`src/rtl/sat_corr_pkg.sv`:
```
// rtl/sat_corr_pkg.sv - shared widths, constants and FSM encoding for saturation correction
package sat_corr_pkg;

    localparam int GAIN_W   = 16;
    localparam int CHAN_W   = 16;
    localparam int FRAC_SUM = 23;
    localparam int OUT_W    = 8;
    localparam int PROD_W   = GAIN_W + CHAN_W;
    localparam int INT_W    = PROD_W - FRAC_SUM;

    localparam logic [GAIN_W-1:0] GAIN_ONE = 16'h2000;
    localparam logic [OUT_W-1:0]  SAT_MAX  = 8'd255;

    typedef enum logic [2:0] {
        ST_IDLE  = 3'd0,
        ST_MUL_R = 3'd1,
        ST_MUL_G = 3'd2,
        ST_MUL_B = 3'd3,
        ST_OUT   = 3'd4
    } sat_state_e;

endpackage

```
`src/rtl/sat_corr_mult.sv`:
```
// rtl/sat_corr_mult.sv - Q3.13 x Q6.10 multiply, truncate to integer and clamp to 8 bits
module sat_corr_mult
    import sat_corr_pkg::*;
(
    input  logic [GAIN_W-1:0] gain,
    input  logic [CHAN_W-1:0] chan,
    output logic [OUT_W-1:0]  result,
    output logic              clipped
);

    logic [PROD_W-1:0] product;
    logic [INT_W-1:0]  int_part;

    assign product  = PROD_W'(gain) * PROD_W'(chan);
    assign int_part = product[PROD_W-1:FRAC_SUM];

    // Any set bit above the 8-bit range means the integer part exceeds 255.
    assign clipped = |int_part[INT_W-1:OUT_W];
    assign result  = clipped ? SAT_MAX : int_part[OUT_W-1:0];

endmodule

```
`src/rtl/sat_corr_scheduler.sv`:
```
// rtl/sat_corr_scheduler.sv - shares one multiplier over R/G/B; SATCORR_CLIP_COUNT_EN adds clip_count
module sat_corr_scheduler
    import sat_corr_pkg::*;
#(
    parameter logic [GAIN_W-1:0] GAIN_RESET = GAIN_ONE
) (
    input  logic              clk,
    input  logic              rst_n,
    input  logic              gain_load,
    input  logic [GAIN_W-1:0] gain_in,
    input  logic              in_valid,
    output logic              in_ready,
    input  logic [CHAN_W-1:0] in_r,
    input  logic [CHAN_W-1:0] in_g,
    input  logic [CHAN_W-1:0] in_b,
    output logic              out_valid,
    input  logic              out_ready,
    output logic [OUT_W-1:0]  out_r,
    output logic [OUT_W-1:0]  out_g,
    output logic [OUT_W-1:0]  out_b
`ifdef SATCORR_CLIP_COUNT_EN
    ,
    output logic [15:0]       clip_count
`endif
);

    localparam logic [2:0] IDLE  = ST_IDLE;
    localparam logic [2:0] MUL_R = ST_MUL_R;
    localparam logic [2:0] MUL_G = ST_MUL_G;
    localparam logic [2:0] MUL_B = ST_MUL_B;
    localparam logic [2:0] OUT   = ST_OUT;

    logic [2:0]        state;
    logic [GAIN_W-1:0] shadow_gain;
    logic [GAIN_W-1:0] work_gain;
    logic [CHAN_W-1:0] work_r;
    logic [CHAN_W-1:0] work_g;
    logic [CHAN_W-1:0] work_b;
    logic [CHAN_W-1:0] mul_chan;
    logic [OUT_W-1:0]  mul_result;
    logic              mul_clipped;
    logic              accept;

    assign in_ready  = (state == IDLE) | ((state == OUT) & out_ready);
    assign accept    = in_valid & in_ready;
    assign out_valid = (state == OUT);

    always_comb begin
        mul_chan = work_r;
        case (state)
            MUL_G:   mul_chan = work_g;
            MUL_B:   mul_chan = work_b;
            default: mul_chan = work_r;
        endcase
    end

    sat_corr_mult u_mult (
        .gain    (work_gain),
        .chan    (mul_chan),
        .result  (mul_result),
        .clipped (mul_clipped)
    );

    always_ff @(posedge clk or negedge rst_n) begin
        if (!rst_n) begin
            state       <= IDLE;
            shadow_gain <= GAIN_RESET;
            work_gain   <= GAIN_RESET;
            work_r      <= '0;
            work_g      <= '0;
            work_b      <= '0;
            out_r       <= '0;
            out_g       <= '0;
            out_b       <= '0;
        end else begin
            if (gain_load) begin
                shadow_gain <= gain_in;
            end
            // A load coinciding with accept applies to the accepted pixel.
            if (accept) begin
                work_r    <= in_r;
                work_g    <= in_g;
                work_b    <= in_b;
                work_gain <= gain_load ? gain_in : shadow_gain;
            end
            case (state)
                IDLE: begin
                    if (accept) begin
                        state <= MUL_R;
                    end
                end
                MUL_R: begin
                    out_r <= mul_result;
                    state <= MUL_G;
                end
                MUL_G: begin
                    out_g <= mul_result;
                    state <= MUL_B;
                end
                MUL_B: begin
                    out_b <= mul_result;
                    state <= OUT;
                end
                OUT: begin
                    if (out_ready) begin
                        state <= in_valid ? MUL_R : IDLE;
                    end
                end
                default: state <= IDLE;
            endcase
        end
    end

`ifdef SATCORR_CLIP_COUNT_EN
    logic clip_inc;

    assign clip_inc = mul_clipped & (state inside {MUL_R, MUL_G, MUL_B});

    always_ff @(posedge clk or negedge rst_n) begin
        if (!rst_n) begin
            clip_count <= '0;
        end else if (gain_load) begin
            clip_count <= {15'd0, clip_inc};
        end else if (clip_inc && (clip_count != 16'hFFFF)) begin
            clip_count <= clip_count + 16'd1;
        end
    end
`else
    logic unused_clipped;

    assign unused_clipped = mul_clipped;
`endif

endmodule

```
`config.mk`:
```
export PLATFORM = sky130hd
export DESIGN_NAME = sat_corr_scheduler
export DESIGN_NICKNAME = d
export VERILOG_FILES = /design/src/rtl/sat_corr_pkg.sv /design/src/rtl/sat_corr_mult.sv /design/src/rtl/sat_corr_scheduler.sv
export SDC_FILE = /design/constraint.sdc
export NUM_CORES = 1
export LEC_CHECK = 0
export ABC_AREA = 1
export ABC_CLOCK_PERIOD_IN_PS = 12750
export BUFFER_PORTS_ARGS = -buffer_cell sky130_fd_sc_hd__clkbuf_2
export CORE_MARGIN = 2
export CORE_UTILIZATION = 57
export DETAILED_ROUTE_END_ITERATION = 7
export GPL_TIMING_DRIVEN = 0
export PLACE_DENSITY = 0.76
export SYNTH_ARGS = -nofsm -noshare
export SYNTH_HDL_FRONTEND = slang
export SYNTH_SLANG_ARGS = --single-unit
```
`constraint.sdc`:
```
create_clock -name clk -period 12.75 [get_ports clk]
set_input_delay 0.6375 -clock clk [delete_from_list [all_inputs] [get_ports clk]]
set_output_delay 0.6375 -clock clk [all_outputs]
set_load 0.01 [all_outputs]
```
==> flow_summary.json <==
{
  "relSlewSlack_pct": 44.3,
  "finalHoldViolCount": 0,
  "min_period_over_period_pct": 63.5,
  "coreArea_um2": 21900,
  "root_buffer": "clkbuf_16",
  "skew_ns": 0.00970,
  "wl_met2_um": 15700,
  "yosys.cell_types.count": 43,
  "grt_max_degree": 108,
  "initial_core_util_pct": 58.3,
  "crit_path_max_fanout": 10,
  "rows": 54,
  "cts.repair.resized": 0,
  "hold_path.class": "in -> async",
  "mappedNetlistNets": 1915,
  "synthFlopType": "dfrtp_1",
  "crit_path_max_incr_delay_ns": 0.56,
  "dr.pass1.iters": 6,
  "rsz0062_at_grt": "false",
  "cp-start-kind": "flop",
  "r2r_end": "out_b[5]",
  "dr_wl_met3_um": 3540,
  "max_slew.worst_pin.slew_ns": 0.836,
  "drv_cap": 0,
  "syn2layout_area_growth_pct": 8.70,
  "antenna_found_initial": 1,
  "worstRegToRegCells": 30,
  "overflow": 0,
  "die_y_um": 154,
  "clock_latency_ns": 0.36,
  "syn-cell-area_um2": 12800,
  "dp_hpwl_um": 28000,
  "report.final.slew_viol_count": 0,
  "async_reset_ff_share_pct": 100,
  "cp_data_required_time_ns": 12.99,
  "grt_pass1_vias": 11126,
  "cts_inserted_buffers": 9,
  "yosysSeqAreaShare_pct": 21.0,
  "avgSynthCellArea_um2": 8.22,
  "cts.clk_slew.worst_paths_ns": 0.08,
  "insertedDiodeCount": 0,
  "critical_path_class": "reg -> reg",
  "dieArea_um2": 23600,
  "reg2reg_from": "state[2]",
  "post_drt_wl_per_cell_um": 17.7,
  "drcViolationCount": 0,
  "wl_um": 34200,
  "drt-met1-wl_um": 13600,
  "viasPerCell": 5.37,
  "synth-seq-cells": 107,
  "regToRegSetupSlack_ns": 4.66,
  "synth_edf_count": 0,
  "min_period_ns": 8.09,
  "vias": 10411,
  "cts_tree": "done",
  "cts_setup_buffers": 0,
  "place.gp.congestion": 0.970,
  "drive_gt1_share_pct": 11.4,
  "io_buffers": 93,
  "top_layer_used": "met4",
  "fin_setup_tns_ns": 0,
  "status": "finished, final reports clean",
  "cp_slowest_cell": "fa_1",
  "htree_num_levels": 3,
  "yosysWarnings": 0,
  "io_pins": 95,
  "die_w_um": 154,
  "syn_inst": 1552,
  "antenna_left": 0,
  "ctsHoldBuffers": 0,
  "track_usage_pct": 31.0,
  "drtIter0Drc": 682,
  "grt_pass1_wl_um": 57100,
  "cp.arrival_ns": 8.34,
  "setup_viol": 0,
  "cp-end-kind": "flop",
  "clockBufferDepth": 2,
  "max_freq_ghz": 0.124,
  "final_nets": 2019,
  "cts.sinks": 107
}
-- worst max path at each step --
| stage | startpoint | end | slack [ns] | cells past startpoint |
|---|---|---|---|---|
| 3_5_place_dp | state[2] | out_b[5] | 4.78 | 30 |
| 5_1_grt | state[2] | out_b[5] | 4.32 | 30 |
| 3_3_place_gp | state[2] | out_r[6] | 4.83 | 30 |
| 6_report | state[2] | out_b[5] | 4.66 | 30 |
| 4_1_cts | state[2] | out_b[5] | 4.72 | 30 |
| 2_1_floorplan | state[2] | out_r[0] | 6.36 | 31 |
-- stage by stage --
step | hold WS, ns | instances | setup slack [ns] | area, um^2 | utilization (%)
final | 0.342 | 1940 | 4.66 | 13900 | 63.4
after global routing | 0.415 | 1940 | 4.32 | 13900 | 63.4
after CTS | 0.400 | 1940 | 4.72 | 13900 | 63.4
after detailed placement | 0.460 | 1925 | 4.78 | 13600 | 62.1
after global placement | 0.457 | 1925 | 4.83 | 13600 | 62.0
after floorplan | 0.342 | 1552 | 6.36 | 12800 | -
-- cell usage after synthesis (4+ instances only) --
cell type  instances  area share, %
o21a_1             6           0.35
o21ai_0           43            1.7
inv_1            295            8.7
a31oi_1            4           0.20
clkinv_1           8           0.24
nor3_1             6           0.24
nand2_2            6           0.29
nor2_1           150            4.4
nand3_1           25           0.98
ha_1             101            9.9
nand2_4            9           0.79
xor2_1             5           0.34
dfrtp_1          105             21
clkbuf_1          41            1.2
or2_2             33            1.6
fa_1             193             30
nand2_1          433             13
a21oi_1           32            1.3
mux2_2            16            1.4
-- metal layers --
| metal | vias up | GRT usage, % |
|---|---|---|
| met5 | - | 0 |
| met4 | 0 | 11.6 |
| met3 | 85 | 7.92 |
| met2 | 485 | 49.6 |
| met1 | 5029 | 41.1 |
| li1 | 4812 | - |
-- critical path, delay by kind of cell (launching register included) --
family	cells	cell delay (ns)
adder cells (fa/ha/maj)	7	3.37
AND/OR/NAND/NOR	9	1.12
buffers and inverters	9	1.73
AO/OA/AOI/OAI	5	1.27
flip-flops	1	0.45
-- placed cells by master (no fill, tap or decap), drive strengths merged --
master	count
nand4	3
a31oi	4
o21ai	45
dfrtp	105
ha	101
o21bai	1
a311oi	1
nand3	29
or2	33
o21a	6
o31ai	1
dfstp	2
xnor2	1
o311ai	1
nor4b	1
nor2	155
buf	5
fa	193
xor2	5
clkinv	10
nor3	7
a211oi	2
inv	300
nor4	1
a21boi	2
o22ai	1
a21o	3
a211o	1
mux2	16
clkbuf	143
nand2	449
clkinvlp	1
a21oi	32
-- logic make-up after synthesis --
logic type,share of synthesized area (%)
and+or+nand+nor,22.3
buffers and inverters,10.3
adders and majority gates,40.2
DFF,21.0
AOI/OAI and AO/OA,4.35
muxes,1.41
xor gates and xnor gates,0.412
-- cell type report --
class | instances | area, um^2
clock inverter | 6 | 61.3
inverter | 305 | 1140
tap | 280 | 350
multi-input combinational | 1094 | 8760
timing repair buffer | 93 | 474
buffer | 46 | 175
clock buffer | 9 | 225
sequential | 107 | 2680
fill | 1957 | 8020
-- state kept, by name, indices dropped and copies added (netlist names) --
signal / flops
out_b: 8
out_g: 8
out_r: 8
shadow_gain: 16
state: 3
work_b: 16
work_g: 16
work_gain: 16
work_r: 16
Power is left out: the tool's default activity adds up to more than one toggle a clock period on the data nets, which glitch-free logic cannot reach.
